<file path="src/rtl/r4_merge_scheduler.sv">
// Radix-4 merge sequencer: aligns four sub-FFT frames, streams them into the twiddle/butterfly path and counts merged results.
// Optional skew watchdog on flag alignment is enabled by defining R4_MERGE_SCHED_SKEW_CHECK_EN.
module r4_merge_scheduler #(
    parameter int SIZE_BUFFER = 4,
    parameter int PIPE_LAT    = 6,
    parameter int SKEW_MAX    = 15
) (
    input  logic                   i_clk,
    input  logic                   i_reset,
    input  logic                   i_flag_complete_0,
    input  logic                   i_flag_complete_1,
    input  logic                   i_flag_complete_2,
    input  logic                   i_flag_complete_3,
    input  logic                   i_dataComplete,
    output logic                   o_resiveFrom_0,
    output logic                   o_resiveFrom_1,
    output logic                   o_resiveFrom_2,
    output logic                   o_resiveFrom_3,
    output logic                   o_en_mult,
    output logic [15:0]            o_phi,
    output logic [SIZE_BUFFER-1:0] o_counterMultData2,
    output logic                   o_mutDone,
    output logic                   o_busy,
    output logic                   o_abort,
    output logic                   o_skew_err,
    output logic [1:0]             o_state_dbg
);

    // Handshake: a read strobe means the sub-FFT buffers present one sample per cycle with no
    // back-pressure; i_dataComplete is a one-cycle valid that is always accepted in STREAM/DRAIN.
    localparam int WD_W = $clog2(2 * PIPE_LAT + 1);
    localparam logic [SIZE_BUFFER-1:0] LAST_IDX = '1;
    // Abort is registered, so it lands 2*PIPE_LAT cycles after the last valid.
    localparam logic [WD_W-1:0] WD_LIMIT = WD_W'(2 * PIPE_LAT - 2);

    typedef enum logic [1:0] {S_REARM, S_ARMED, S_STREAM, S_DRAIN} state_t;

    state_t                 state_q, state_d;
    logic [SIZE_BUFFER-1:0] rd_cnt_q, rd_cnt_d;
    logic [SIZE_BUFFER-1:0] out_cnt_q, out_cnt_d;
    logic [WD_W-1:0]        wd_q, wd_d;
    logic [SIZE_BUFFER-1:0] phi_q;
    logic                   en_mult_q;
    logic                   done_q, done_d;
    logic                   abort_q, abort_d;
    logic                   busy_q, busy_d;
    logic [3:0]             flags;
    logic                   all_high, any_high, strobe;

`ifdef R4_MERGE_SCHED_SKEW_CHECK_EN
    localparam int SK_W = $clog2(SKEW_MAX + 1);
    logic [SK_W-1:0] skew_q, skew_d;
    logic            skerr_q, skerr_d;
`endif

    assign flags    = {i_flag_complete_3, i_flag_complete_2, i_flag_complete_1, i_flag_complete_0};
    assign all_high = &flags;
    assign any_high = |flags;
    assign strobe   = (state_q == S_STREAM);

    always_comb begin
        state_d   = state_q;
        rd_cnt_d  = rd_cnt_q;
        out_cnt_d = out_cnt_q;
        wd_d      = wd_q;
        done_d    = 1'b0;
        abort_d   = 1'b0;
`ifdef R4_MERGE_SCHED_SKEW_CHECK_EN
        skew_d    = skew_q;
        skerr_d   = 1'b0;
`endif
        case (state_q)
            S_REARM: begin
                out_cnt_d = '0;
                if (!any_high) state_d = S_ARMED;
            end
            S_ARMED: begin
                out_cnt_d = '0;
                if (all_high) begin
                    state_d  = S_STREAM;
                    rd_cnt_d = '0;
                    wd_d     = '0;
`ifdef R4_MERGE_SCHED_SKEW_CHECK_EN
                    skew_d   = '0;
                end else if (any_high) begin
                    if (skew_q == SK_W'(SKEW_MAX - 1)) begin
                        skerr_d = 1'b1;
                        skew_d  = '0;
                        state_d = S_REARM;
                    end else begin
                        skew_d = skew_q + 1'b1;
                    end
                end else begin
                    skew_d = '0;
`endif
                end
            end
            default: begin
                if (i_dataComplete) out_cnt_d = out_cnt_q + 1'b1;
                if (state_q == S_STREAM) begin
                    rd_cnt_d = rd_cnt_q + 1'b1;
                    wd_d     = '0;
                    if (rd_cnt_q == LAST_IDX) state_d = S_DRAIN;
                end else begin
                    wd_d = i_dataComplete ? '0 : wd_q + 1'b1;
                end
                // Final valid takes priority over any abort cause in the same cycle.
                if (i_dataComplete && out_cnt_q == LAST_IDX) begin
                    done_d  = 1'b1;
                    state_d = S_REARM;
                end else if (state_q == S_STREAM && !all_high) begin
                    abort_d   = 1'b1;
                    out_cnt_d = '0;
                    state_d   = S_REARM;
                end else if (state_q == S_DRAIN && !i_dataComplete && wd_q == WD_LIMIT) begin
                    abort_d   = 1'b1;
                    out_cnt_d = '0;
                    state_d   = S_REARM;
                end
            end
        endcase
        busy_d = (state_d == S_STREAM) || (state_d == S_DRAIN) || done_d || abort_d;
    end

    always_ff @(posedge i_clk or posedge i_reset) begin
        if (i_reset) begin
            state_q   <= S_REARM;
            rd_cnt_q  <= '0;
            out_cnt_q <= '0;
            wd_q      <= '0;
            phi_q     <= '0;
            en_mult_q <= 1'b0;
            done_q    <= 1'b0;
            abort_q   <= 1'b0;
            busy_q    <= 1'b0;
        end else begin
            state_q   <= state_d;
            rd_cnt_q  <= rd_cnt_d;
            out_cnt_q <= out_cnt_d;
            wd_q      <= wd_d;
            phi_q     <= strobe ? rd_cnt_q : '0;
            en_mult_q <= strobe;
            done_q    <= done_d;
            abort_q   <= abort_d;
            busy_q    <= busy_d;
        end
    end

`ifdef R4_MERGE_SCHED_SKEW_CHECK_EN
    always_ff @(posedge i_clk or posedge i_reset) begin
        if (i_reset) begin
            skew_q  <= '0;
            skerr_q <= 1'b0;
        end else begin
            skew_q  <= skew_d;
            skerr_q <= skerr_d;
        end
    end
    assign o_skew_err = skerr_q;
`else
    // SKEW_MAX stays referenced so both builds share one parameter list.
    assign o_skew_err = 1'b0 && (SKEW_MAX > 0);
`endif

    assign o_resiveFrom_0     = strobe;
    assign o_resiveFrom_1     = strobe;
    assign o_resiveFrom_2     = strobe;
    assign o_resiveFrom_3     = strobe;
    assign o_en_mult          = en_mult_q;
    assign o_phi              = 16'(phi_q);
    assign o_counterMultData2 = out_cnt_q;
    assign o_mutDone          = done_q;
    assign o_abort            = abort_q;
    assign o_busy             = busy_q;
    assign o_state_dbg        = state_q;

endmodule

</file>
<file path="config.mk">
export PLATFORM = sky130hd
export DESIGN_NAME = r4_merge_scheduler
export DESIGN_NICKNAME = d
export VERILOG_FILES = /design/src/rtl/r4_merge_scheduler.sv
export SDC_FILE = /design/constraint.sdc
export NUM_CORES = 1
export LEC_CHECK = 0
export ABC_CLOCK_PERIOD_IN_PS = 4370
export BUFFER_PORTS_ARGS = -buffer_cell sky130_fd_sc_hd__buf_2
export CORE_MARGIN = 2
export CORE_UTILIZATION = 46
export DETAILED_ROUTE_END_ITERATION = 16
export PLACE_DENSITY = 0.73
export SYNTH_ARGS = -nofsm -noshare
export SYNTH_HDL_FRONTEND = slang
export SYNTH_SLANG_ARGS = --single-unit
</file>
<file path="constraint.sdc">
create_clock -name i_clk -period 4.37 [get_ports i_clk]
set_input_delay 0.437 -clock i_clk [delete_from_list [all_inputs] [get_ports i_clk]]
set_output_delay 0.437 -clock i_clk [all_outputs]
set_load 0.01 [all_outputs]
</file>
* Word level (Yosys, flattened, before mapping)
Cells that the tools add are included.
Storage, ports and cells: output and inout port bits 31, memories kept 0, bits in latches 0, memory bits (writable) 0, ROM bits 0, logic and storage cells 64, flip-flop bits (word level) 22
Operators by class: magnitude comparators 0, multiplexer cells 26, equal/unequal tests 9, multipliers 0, reductions and logical operators 16, bitwise gates (word level) 1, div/mod/pow operators 0, shift-type cells 0, $add $sub $neg 3
Operator list (number):
- 4-bit 2-to-1 mux | 10
- 4-bit one-hot mux with 2 select lines | 2
- 2-bit 2-to-1 mux | 7
- 4-bit by 1-bit adder with 4-bit output (second input constant) | 3
- 4-bit equality test (second input constant) | 3
- 2-bit equality test (second input constant) | 4
- 1-bit 2-to-1 mux | 6
- 1-bit logical AND | 4
- 2-bit one-hot mux with 2 select lines | 1
- 4-bit AND reduction | 1
- 4-bit OR reduction | 1
- 1-bit logical OR | 3
- 3-bit AND reduction | 1
- 2-bit by 1-bit equality test with 1-bit output (second input constant) | 1
- 1-bit logical NOT | 2
- 2-bit logical NOT | 1
- 2-bit inequality test (second input constant) | 1
- 2-bit AND reduction | 1
- 2-bit nonzero test | 1
- 2-bit OR reduction | 1
- 1-bit NOT | 1

* Depth between registers and ports, before layout
Gate-level depths: netlist of the first run.
depth after elaboration 11, gate-level depth with buffers 7, depth with buffers taken out 6

* Worst setup path before layout of the first run
Ideal clock, no wire load.
kind register to register, start point register state_q[0] (netlist: o_state_dbg[0]), end point register wd_q[3], clock period less this slack 1.742 ns, path slack 2.628 ns, stages on the path, launching flop included 7, data arrival time 1.647 ns, path buffers 0, data required time 4.275 ns, path through dfrtp_1 -> inv_1 -> ha_1 -> or4_4 -> nor2b_1 -> o21ai_0 -> o31ai_1
On the way: longest elaborated chain between the ends 3, elaborated cells on any way between the ends 8, those cells by class eq/ne: 3; mux: 2; bitwise: 1; reduce/logical: 2
RTL lines:
- from (decl) | line 38 | state_t state_q, state_d;
- from (signal assigned) | line 137 | state_q <= state_d;
- 2-bit equality test
- via o_resiveFrom_0 | line 15 | output logic o_resiveFrom_0,
- 4-bit 2-to-1 mux | line 100 | if (state_q == S_STREAM) begin
- 4-bit one-hot mux with 2 select lines | line 72 | case (state_q)
- to (signal assigned) | line 140 | wd_q <= wd_d;
- to (decl) | line 41 | logic [WD_W-1:0] wd_q, wd_d;
The timed path passes the listed nets, and every way through them passes these cells. A chain may end at the register's enable or synchronous reset.

* Final worst setup path of the first run
start point register state_q[0] (netlist: o_state_dbg[0]), end point output port o_resiveFrom_0
On the way: longest elaborated chain between the ends 1
RTL lines:
- 2-bit equality test | line 59 | assign strobe = (state_q == S_STREAM);
- to (decl) | line 15
Every way passes these cells.

==> flow_summary.yaml, run 1 <==
hold_path:
  min-delay-path-class: "input pin to asynchronous set/reset pin"
synth:
  synth.top_cell.area_share: 0.455
  syn_area_per_cell_sq_um: 9.91
  synth_area_sq_mm: 0.00121
  synth_area_leaders: "dfrtp_1 46%, buf_4 9.9%, ha_1 8.3%, o21ai_0 3.3%, nor2_1 2.8%"
  yosysSeqAreaShare: 0.455
  synth_top_area_cell: "dfrtp_1"
  synth_cells: 122
  synth_seq_cells: 22
  synth_cell_types: 37
  yosys_warnings: 0
die:
  fp.dieW_um: 55.3
  dieArea_sq_mm: 0.00305
  io_pins: 38
  core_area_sq_mm: 0.00248
  rows: 18
  fp.dieH_um: 55.3
  start_util: 0.488
global_route:
  grt.met1_usage: 0.180
  grt.total_usage: 0.153
  use_met2: 0.255
  grt_pass1_vias: 853
  globalRoute.totalOverflow: 0
  gr-usage-met3: 0.0304
  grt_max_degree: 23
  antenna_found_initial: 0
  grt_first_pass_wirelength_um: 3730
  grt_busiest_layer: "met2"
pwr:
  power_leakage_uw: 0.000709
  pwr_density_cell_mw_per_mm2: 550
  irDropWorstVdd_mv: 0.228
setup_path:
  path_max_fanout: 13
  reg2reg_to: "wd_q[3]$_DFFE_PP0P_"
  crit_type: "register to output pin"
  r2r_setup_slack_ns: 2.53
  critPathLaunch: "o_state_dbg[0]$_DFF_PP0_"
  worstPathRequired_ns: 3.93
  worstPathArrival_ns: 1.48
  reg2reg_from: "o_state_dbg[0]$_DFF_PP0_"
  worstSetupStartpointType: "register"
  end_kind: "output pin"
  rr_worst_depth: 6
sta:
  drv_slew: 0
  hold_violations: 0
  worst_pin_slew_ns: 0.824
  fin_crit_sh: 0.438
  final-setup-viol-count: 0
  min_period_ns: 1.91
  fin_hold_ws_ns: 0.269
  finClkSkew_ns: 0.00187
  max_freq_mhz: 522
  setup-tns-final_ns: 0
  timing.slew.headroom: 0.450
  rsz0062_at_grt: "no"
layout:
  finalCoreUtilization: 0.530
  final-instance-count-excl-fill: 174
  drive_gt1_frac: 0.222
  fin_nets: 160
  syn_to_final_growth_pct: 8.59
  n_antenna_cell: 0
route:
  drtAntennaViolNets: 0
  drc: 0
  vias: 900
  dr.first_iter.drc_count: 23
  via_per_inst: 5.17
  finalWirelength_um: 2250
  routedWlPerCell_um: 12.9
  firstDrtPassIters: 4
placement:
  globalplace.congestion: 0.734
  dp.cells: 170
  portBuffers: 24
  dpl.hpwl_um: 1690
clock_network:
  cts.htree.levels: 1
  clock_latency_ns: 0.31
  cts_inserted_buffers: 3
  cts_setup_buffers: 0
  clk_pin_slew_worst_paths_ns: 0.12
  cts_num_sinks: 22
  clock_path_buffers: 2
  root_buffer: "clkbuf_4"
  cts_tree: "yes"
  ctsResizeCount: 0
  holdBufCountCts: 0
run_status:
  status: "completed"
flow_run:
  drv_cap: 0
worst max-delay path, stage by stage, from the launching register on:
cell and delay, ns:
dfrtp_1 0.46, inv_1 0.13, ha_1 0.38, buf_2 0.21
synthesized netlist by cell type:
library cell / n
nand2b_1: 1
nor2b_1: 1
dfrtp_1: 22
mux2i_1: 1
a22o_1: 1
nor4_1: 1
o211ai_1: 1
and4_2: 1
and3_1: 1
nor2_1: 9
or4_4: 1
nand4_1: 3
o21a_1: 1
and2_1: 4
nor3b_1: 1
o21bai_1: 1
buf_4: 16
clkbuf_1: 1
ha_1: 8
xnor2_1: 2
inv_1: 7
a21o_1: 3
o21ai_0: 8
o31ai_1: 1
a32oi_1: 1
and4_1: 1
xor2_1: 1
conb_1: 1
a21oi_1: 2
a22oi_1: 1
or2_2: 1
o22ai_1: 1
mux2_2: 1
nand2_1: 8
buf_6: 1
nor3_1: 4
nand3_1: 3
per-stage QoR:
| stage | power (uW) | instance area, sq um | worst slack [ns] |
|---|---|---|---|
| 6_report | 722 | 1310 | 2.46 |
| 5_1_grt | 776 | 1310 | 2.32 |
| 4_1_cts | 722 | 1310 | 2.47 |
| 3_5_place_dp | 612 | 1280 | 2.57 |
| 3_3_place_gp | 596 | 1280 | 2.68 |
| 2_1_floorplan | 532 | 1250 | 2.63 |
kinds of logic (layout without fill, tap and decap cells):
family	count (synthesis)	count (layout)	share of synthesized area
buffers and inverters	25	35	0.134
DFF	22	22	0.455
muxes	2	2	0.0176
other	1	13	0.00310
xor gates and xnor gates	3	3	0.0217
and+or+nand+nor	40	40	0.175
adders and majority gates	8	8	0.0828
AOI/OAI and AO/OA	21	21	0.111
report_power, final:
group	internal [uW]	switching, uW	leakage (uW)
clock	50.9	60.9	0.0000210
combinational	129	182	0.000402
sequential	256	43.6	0.000287
total	436	286	0.000709
sequential cells by signal, indices dropped and copies added, names as in the netlist, 2 cells and up:
name,cells
rd_cnt_q,4
o_counterMultData2,4
wd_q,4
phi_q,4
o_state_dbg,2
per-layer routing:
| layer | wire [um] | part of all wire |
|---|---|---|
| met1 | 943 | 0.42 |
| met3 | 137 | 0.061 |
| met2 | 1110 | 0.49 |
| met4 | 59 | 0.026 |
| met5 | 0 | 0 |
cell type report:
class                      instances  area [sq um]
inverter                           7          26.3
tap                               30          37.5
clock buffer                       4          36.3
fill                             223          1160
sequential                        22           551
multi-input combinational         87           542
timing repair buffer              24           120
how the worst max path moves through the flow:
stage | endpoint | slack, ns | cells past startpoint
after floorplan | wd_q[3]$_DFFE_PP0P_ | 2.63 | 6
after global placement | wd_q[3]$_DFFE_PP0P_ | 2.68 | 6
after detailed placement | wd_q[3]$_DFFE_PP0P_ | 2.57 | 6
after CTS | o_resiveFrom_0 | 2.47 | 3
after global routing | o_resiveFrom_0 | 2.32 | 3
final | o_resiveFrom_0 | 2.46 | 3
cell usage in the layout (no fill, tap or decap), types with 2 or more instances in the layout:
master     n
clkbuf_4   3
nand2_1    8
and2_1     4
nor2_1     9
buf_2     24
dfrtp_1   22
o21ai_0    8
nand4_1    3
nor3_1     4
nand3_1    3
xnor2_1    2
conb_1    13
a21o_1     3
inv_1      7
ha_1       8
a21oi_1    2
(Power assumes the default switching activity.)
==> inputs of run 2 (changes only) <==
ABC_AREA = 1   (was unset)
ABC_CLOCK_PERIOD_IN_PS = 1780   (was 4370)
clock period = 1.78 ns   (was 4.37 ns; I/O delays follow)
==> flow_summary.yaml, run 2 <==
layout:
  mostFrequentLayoutCell: "nand2_1"
  fin_nets: 185
  n_antenna_cell: 0
  syn_to_final_growth_pct: 10.9
  final-instance-count-excl-fill: 199
  drive_gt1_frac: 0.266
  finalCoreUtilization: 0.552
  layout_common_cells: "26 x nand2_1, 24 x buf_2, 22 x dfrtp_1, 13 x inv_1, 13 x conb_1"
  fill_cells: 224
synth:
  yosys_warnings: 0
  synth.top_cell.area_share: 0.438
  synth_flop_cell: "dfrtp_1"
  synth_top_area_cell: "dfrtp_1"
  synth_seq_cells: 22
  syn_area_per_cell_sq_um: 8.78
  synth_commonest_cells: "26 x nand2_1, 22 x dfrtp_1, 17 x buf_4"
  synth_area_leaders: "dfrtp_1 44%, buf_4 10%, ha_1 8.0%, nand2_1 7.8%, inv_1 3.9%"
  synth_area_sq_mm: 0.00126
  synthArstFlopShare: 1.00
  yosysSeqAreaShare: 0.438
  synth_edf_count: 0
  synth_cell_types: 22
  synth_cells: 143
  synth.most_common_cell: "nand2_1"
route:
  drtAntennaViolNets: 0
  firstDrtPassIters: 3
  finalWirelength_um: 2010
  via_per_inst: 4.61
  vias: 917
  drc: 0
  routedWlPerCell_um: 10.1
  dr.first_iter.drc_count: 14
setup_path:
  worstSetupStartpointType: "register"
  r2r_setup_slack_ns: 0.22
  crit_type: "register to output pin"
  reg2reg_to: "rd_cnt_q[3]$_DFFE_PP0P_"
  rr_worst_depth: 8
  end_kind: "output pin"
  worstPathArrival_ns: 1.38
  path_max_fanout: 9
  reg2reg_from: "o_state_dbg[0]$_DFF_PP0_"
  worstPathRequired_ns: 1.60
sta:
  hold_violations: 0
  min_period_ns: 1.56
  drv_slew: 0
  finClkSkew_ns: 0.00141
  setup-tns-final_ns: 0
  rsz0062_at_grt: "no"
  final-setup-viol-count: 0
  fin_crit_sh: 0.875
  max_freq_mhz: 642
hold_path:
  min-delay-path-class: "input pin to register"
  hold-path-endpoint: "o_counterMultData2[0]$_DFF_PP0_"
  whs_path_depth: 3
  worstHoldStart: "i_dataComplete"
clock_network:
  cts_num_sinks: 22
  cts_inserted_buffers: 3
  clk_pin_slew_worst_paths_ns: 0.12
  root_buffer: "clkbuf_4"
  cts_tree: "yes"
  clock_latency_ns: 0.32
  cts.htree.levels: 1
  ctsResizeCount: 0
  clock_path_buffers: 2
die:
  core_area_sq_mm: 0.00252
  start_util: 0.498
  dieArea_sq_mm: 0.00316
  io_pins: 38
  fp.dieH_um: 56.3
  rows: 18
  fp.dieW_um: 56.3
placement:
  portBuffers: 24
  dpl.hpwl_um: 1590
  dp.cells: 194
  globalplace.congestion: 0.862
pwr:
  power_leakage_uw: 0.000817
  power.switching_uw: 598
  p_int_uw: 930
  seq_power_share: 0.453
  irDropWorstVdd_mv: 0.551
  swShare: 0.392
  p_clk_frac: 0.184
  pwr_density_cell_mw_per_mm2: 1100
  power_frac_comb: 0.364
global_route:
  antenna_found_initial: 0
  grt_max_degree: 23
  grt_first_pass_wirelength_um: 3450
  grt.total_usage: 0.141
  grt_pass1_vias: 812
  globalRoute.totalOverflow: 0
run_status:
  status: "completed"
flow_run:
  drv_cap: 0
-- run 2: cell types whose count changed after synthesis, sizes merged, moves of 2 or more --
cell,before,now
a21o,3,0
nand3,3,9
nor3,4,1
inv,7,17
and4,2,0
nor2,9,16
and2,4,0
xor2,1,4
nand2,8,31
-- run 2: power groups by stage --
stage	clock [uW]	combinational, uW	sequential [uW]
6_report	281	556	692
5_1_grt	298	643	707
4_1_cts	288	560	691
3_5_place_dp	0	552	704
3_3_place_gp	0	537	701
2_1_floorplan	0	440	700
-- run 2: stage by stage --
stage	hold slack (ns)	worst slack (ns)	power, uW	instance area [sq um]
after detailed placement	0.229	0.244	1260	1350
after global placement	0.218	0.295	1240	1350
after global routing	0.223	0.0565	1650	1390
final	0.212	0.223	1530	1390
after floorplan	0.167	0.269	1140	1300
after CTS	0.208	0.211	1540	1390
-- run 2: cell families after synthesis --
logic type	after synthesis	synth area share
AO/OA/AOI/OAI	10	0.0408
XOR/XNOR	6	0.0418
adder cells (fa/ha/maj)	8	0.0797
buffers and inverters	34	0.152
flip-flops	22	0.438
multiplexers	1	0.00797
other	1	0.00299
AND/OR/NAND/NOR	61	0.236
-- run 2: worst max-delay path, cell delays in order (launching register included) --
cell,delay (ns)
dfrtp_1,0.43
inv_1,0.11
ha_1,0.22
buf_4,0.16
buf_2,0.14
-- run 2: how the worst max path moves through the flow --
stage,end,slack (ns),from
finish,o_resiveFrom_2,0.22,o_state_dbg[0]$_DFF_PP0_
global route,rd_cnt_q[2]$_DFFE_PP0P_,0.06,o_state_dbg[0]$_DFF_PP0_
CTS,o_resiveFrom_0,0.21,o_state_dbg[0]$_DFF_PP0_
detailed placement,rd_cnt_q[2]$_DFFE_PP0P_,0.24,o_state_dbg[0]$_DFF_PP0_
global placement,o_busy$_DFF_PP0_,0.30,o_state_dbg[0]$_DFF_PP0_
floorplan,o_counterMultData2[0]$_DFF_PP0_,0.27,o_state_dbg[0]$_DFF_PP0_
-- run 2: what timing repair did --
item,CTS,global route
endpoints found under the hold margin,22,0
buffers inserted,0,0
hold buffers,1,0
-- run 2: cell type report --
cell class | count | area (sq um) | area share
Clock buffer | 4 | 36.3 | 0.0261
Inverter | 17 | 63.8 | 0.0458
Multi-Input combinational cell | 99 | 559 | 0.402
Sequential cell | 22 | 551 | 0.395
Tap cell | 30 | 37.5 | 0.0270
Timing Repair Buffer | 27 | 145 | 0.104
-- run 2: metal layers --
metal  vias up  wire [um]  global-route usage  share of wire
li1        472          -                   -              -
met3         5        113              0.0207          0.056
met1       408       1020               0.180           0.51
met4         0         51              0.0816          0.025
met2        32        829               0.225           0.41
met5         -          0                   0              0
==> inputs of run 3 (changes only) <==
ABC_AREA = unset   (was 1)
CORE_UTILIZATION = 50   (was 46)
PLACE_DENSITY = 0.78   (was 0.73)
==> flow_summary.yaml, run 3 (synthesized netlist as in run 1, its figures left out) <==
setup_path:
  end_kind: "register"
  worstPathRequired_ns: 1.99
  crit_type: "register to register"
  worstSetupStartpointType: "register"
  path_max_fanout: 5
  worstPathArrival_ns: 1.89
route:
  firstDrtPassIters: 4
  vias: 919
  dr.first_iter.drc_count: 15
  drc: 0
  drtAntennaViolNets: 0
  via_per_inst: 5.19
  finalWirelength_um: 2400
  routedWlPerCell_um: 13.6
clock_network:
  clock_path_buffers: 2
  clk_pin_slew_worst_paths_ns: 0.12
  clock_latency_ns: 0.30
  cts_num_sinks: 22
  cts_tree: "yes"
  root_buffer: "clkbuf_4"
  cts_inserted_buffers: 3
  cts.htree.levels: 1
layout:
  finalCoreUtilization: 0.612
  syn_to_final_growth_pct: 14.2
  n_antenna_cell: 0
  drive_gt1_frac: 0.268
  mostFrequentLayoutCell: "buf_2"
  layout_common_cells: "24 x buf_2, 21 x dfrtp_1, 13 x conb_1, 9 x nor2_1"
  fin_nets: 165
global_route:
  globalRoute.totalOverflow: 0
  grt.total_usage: 0.188
  grt_first_pass_wirelength_um: 3790
  antenna_found_initial: 0
  grt_pass1_vias: 879
  grt_max_degree: 23
placement:
  dpl.hpwl_um: 1740
  portBuffers: 24
  globalplace.congestion: 0.821
die:
  fp.dieW_um: 53.2
  io_pins: 38
  rows: 17
  fp.dieH_um: 53.2
  core_area_sq_mm: 0.00225
  dieArea_sq_mm: 0.00283
  start_util: 0.536
sta:
  hold_violations: 0
  fin_hold_ws_ns: 0.246
  drv_slew: 0
  rsz0062_at_grt: "no"
  fin_crit_sh: 0.941
  min_period_ns: 1.67
  setup-tns-final_ns: 0
  max_freq_mhz: 597
  final-setup-viol-count: 0
  finClkSkew_ns: 0.00167
pwr:
  power.switching_uw: 725
  power_leakage_uw: 0.000739
  p_int_uw: 1220
  pwr_density_cell_mw_per_mm2: 1410
  seq_power_share: 0.376
  irDropWorstVdd_mv: 0.715
  p_clk_frac: 0.193
  power_frac_comb: 0.431
  swShare: 0.373
run_status:
  status: "completed"
hold_path:
  min-delay-path-class: "input pin to register"
flow_run:
  drv_cap: 0
[run 3: cell types whose count changed in the layout (fill, tap and decap cells not counted), moves of 3 or more]
cell / change
nor2_4: -3
xor2_1: -3
nor3_1: +3
nand3_1: -5
nand2_2: -5
nand2_1: -18
o21ai_0: +3
a21o_1: +3
and2_1: +4
inv_2: -4
inv_1: -6
[run 3: final cells by class]
type                       count  area [sq um]
fill                         192           875
multi-input combinational     87           554
sequential                    22           552
timing repair buffer          29           160
tap                           28          35.0
clock inverter                 1          30.0
inverter                       7          26.3
clock buffer                   3          22.5
[run 3: per-layer routing]
layer  track usage  vias to the layer above  wire length (um)
met5             0                        -                 0
li1              -                      440                 -
met2         0.346                       45              1190
met3        0.0254                        6               132
met4        0.0769                        0                49
met1         0.215                      428              1030
[run 3: stage by stage]
stage / std cells / power (uW) / instance area [sq um] / setup WS (ns)
6_report: 177 / 1940 / 1380 / 0.106
5_1_grt: 177 / 2100 / 1380 / 0.00417
4_1_cts: 175 / 1890 / 1350 / 0.0316
3_5_place_dp: 170 / 1520 / 1290 / 0.0590
3_3_place_gp: 170 / 1460 / 1290 / 0.194
2_1_floorplan: 134 / 1310 / 1250 / 0.0380
[run 3: worst paths after layout]
kind	startpoint	endpoint	cells past startpoint	slack [ns]
hold / removal	i_dataComplete	o_mutDone$_DFF_PP0_	3	0.25
setup / recovery	o_state_dbg[0]$_DFF_PP0_	wd_q[3]$_DFFE_PP0P_	6	0.11
hold reg to reg	wd_q[3]$_DFFE_PP0P_	wd_q[3]$_DFFE_PP0P_	1	0.52
setup reg to reg	o_state_dbg[0]$_DFF_PP0_	wd_q[3]$_DFFE_PP0P_	6	0.11
max in group asynchronous	i_reset	o_state_dbg[0]$_DFF_PP0_	4	1.11
min in group asynchronous	i_reset	phi_q[0]$_DFF_PP0_	4	0.44
[run 3: power by group through the flow]
stage               Clock, uW  Sequential (uW)  Combinational (uW)
global placement            0              727                 735
detailed placement          0              743                 773
floorplan                   0              764                 542
finish                    374              731                 837
global route              411              749                 937
CTS                       381              732                 779
[run 3: timing repair]
action,4_1_cts,5_1_grt
resized for setup,0,4
hold buffers,1,0
endpoints found under the hold margin,22,0
setup endpoints to repair,0,6
buffers inserted,0,2
[run 3: critical path: stages (launching register included)]
cell	delay, ns
dfrtp_2	0.43
inv_1	0.08
ha_1	0.25
or4_4	0.53
nor2b_1	0.14
o21ai_0	0.09
o31ai_1	0.08
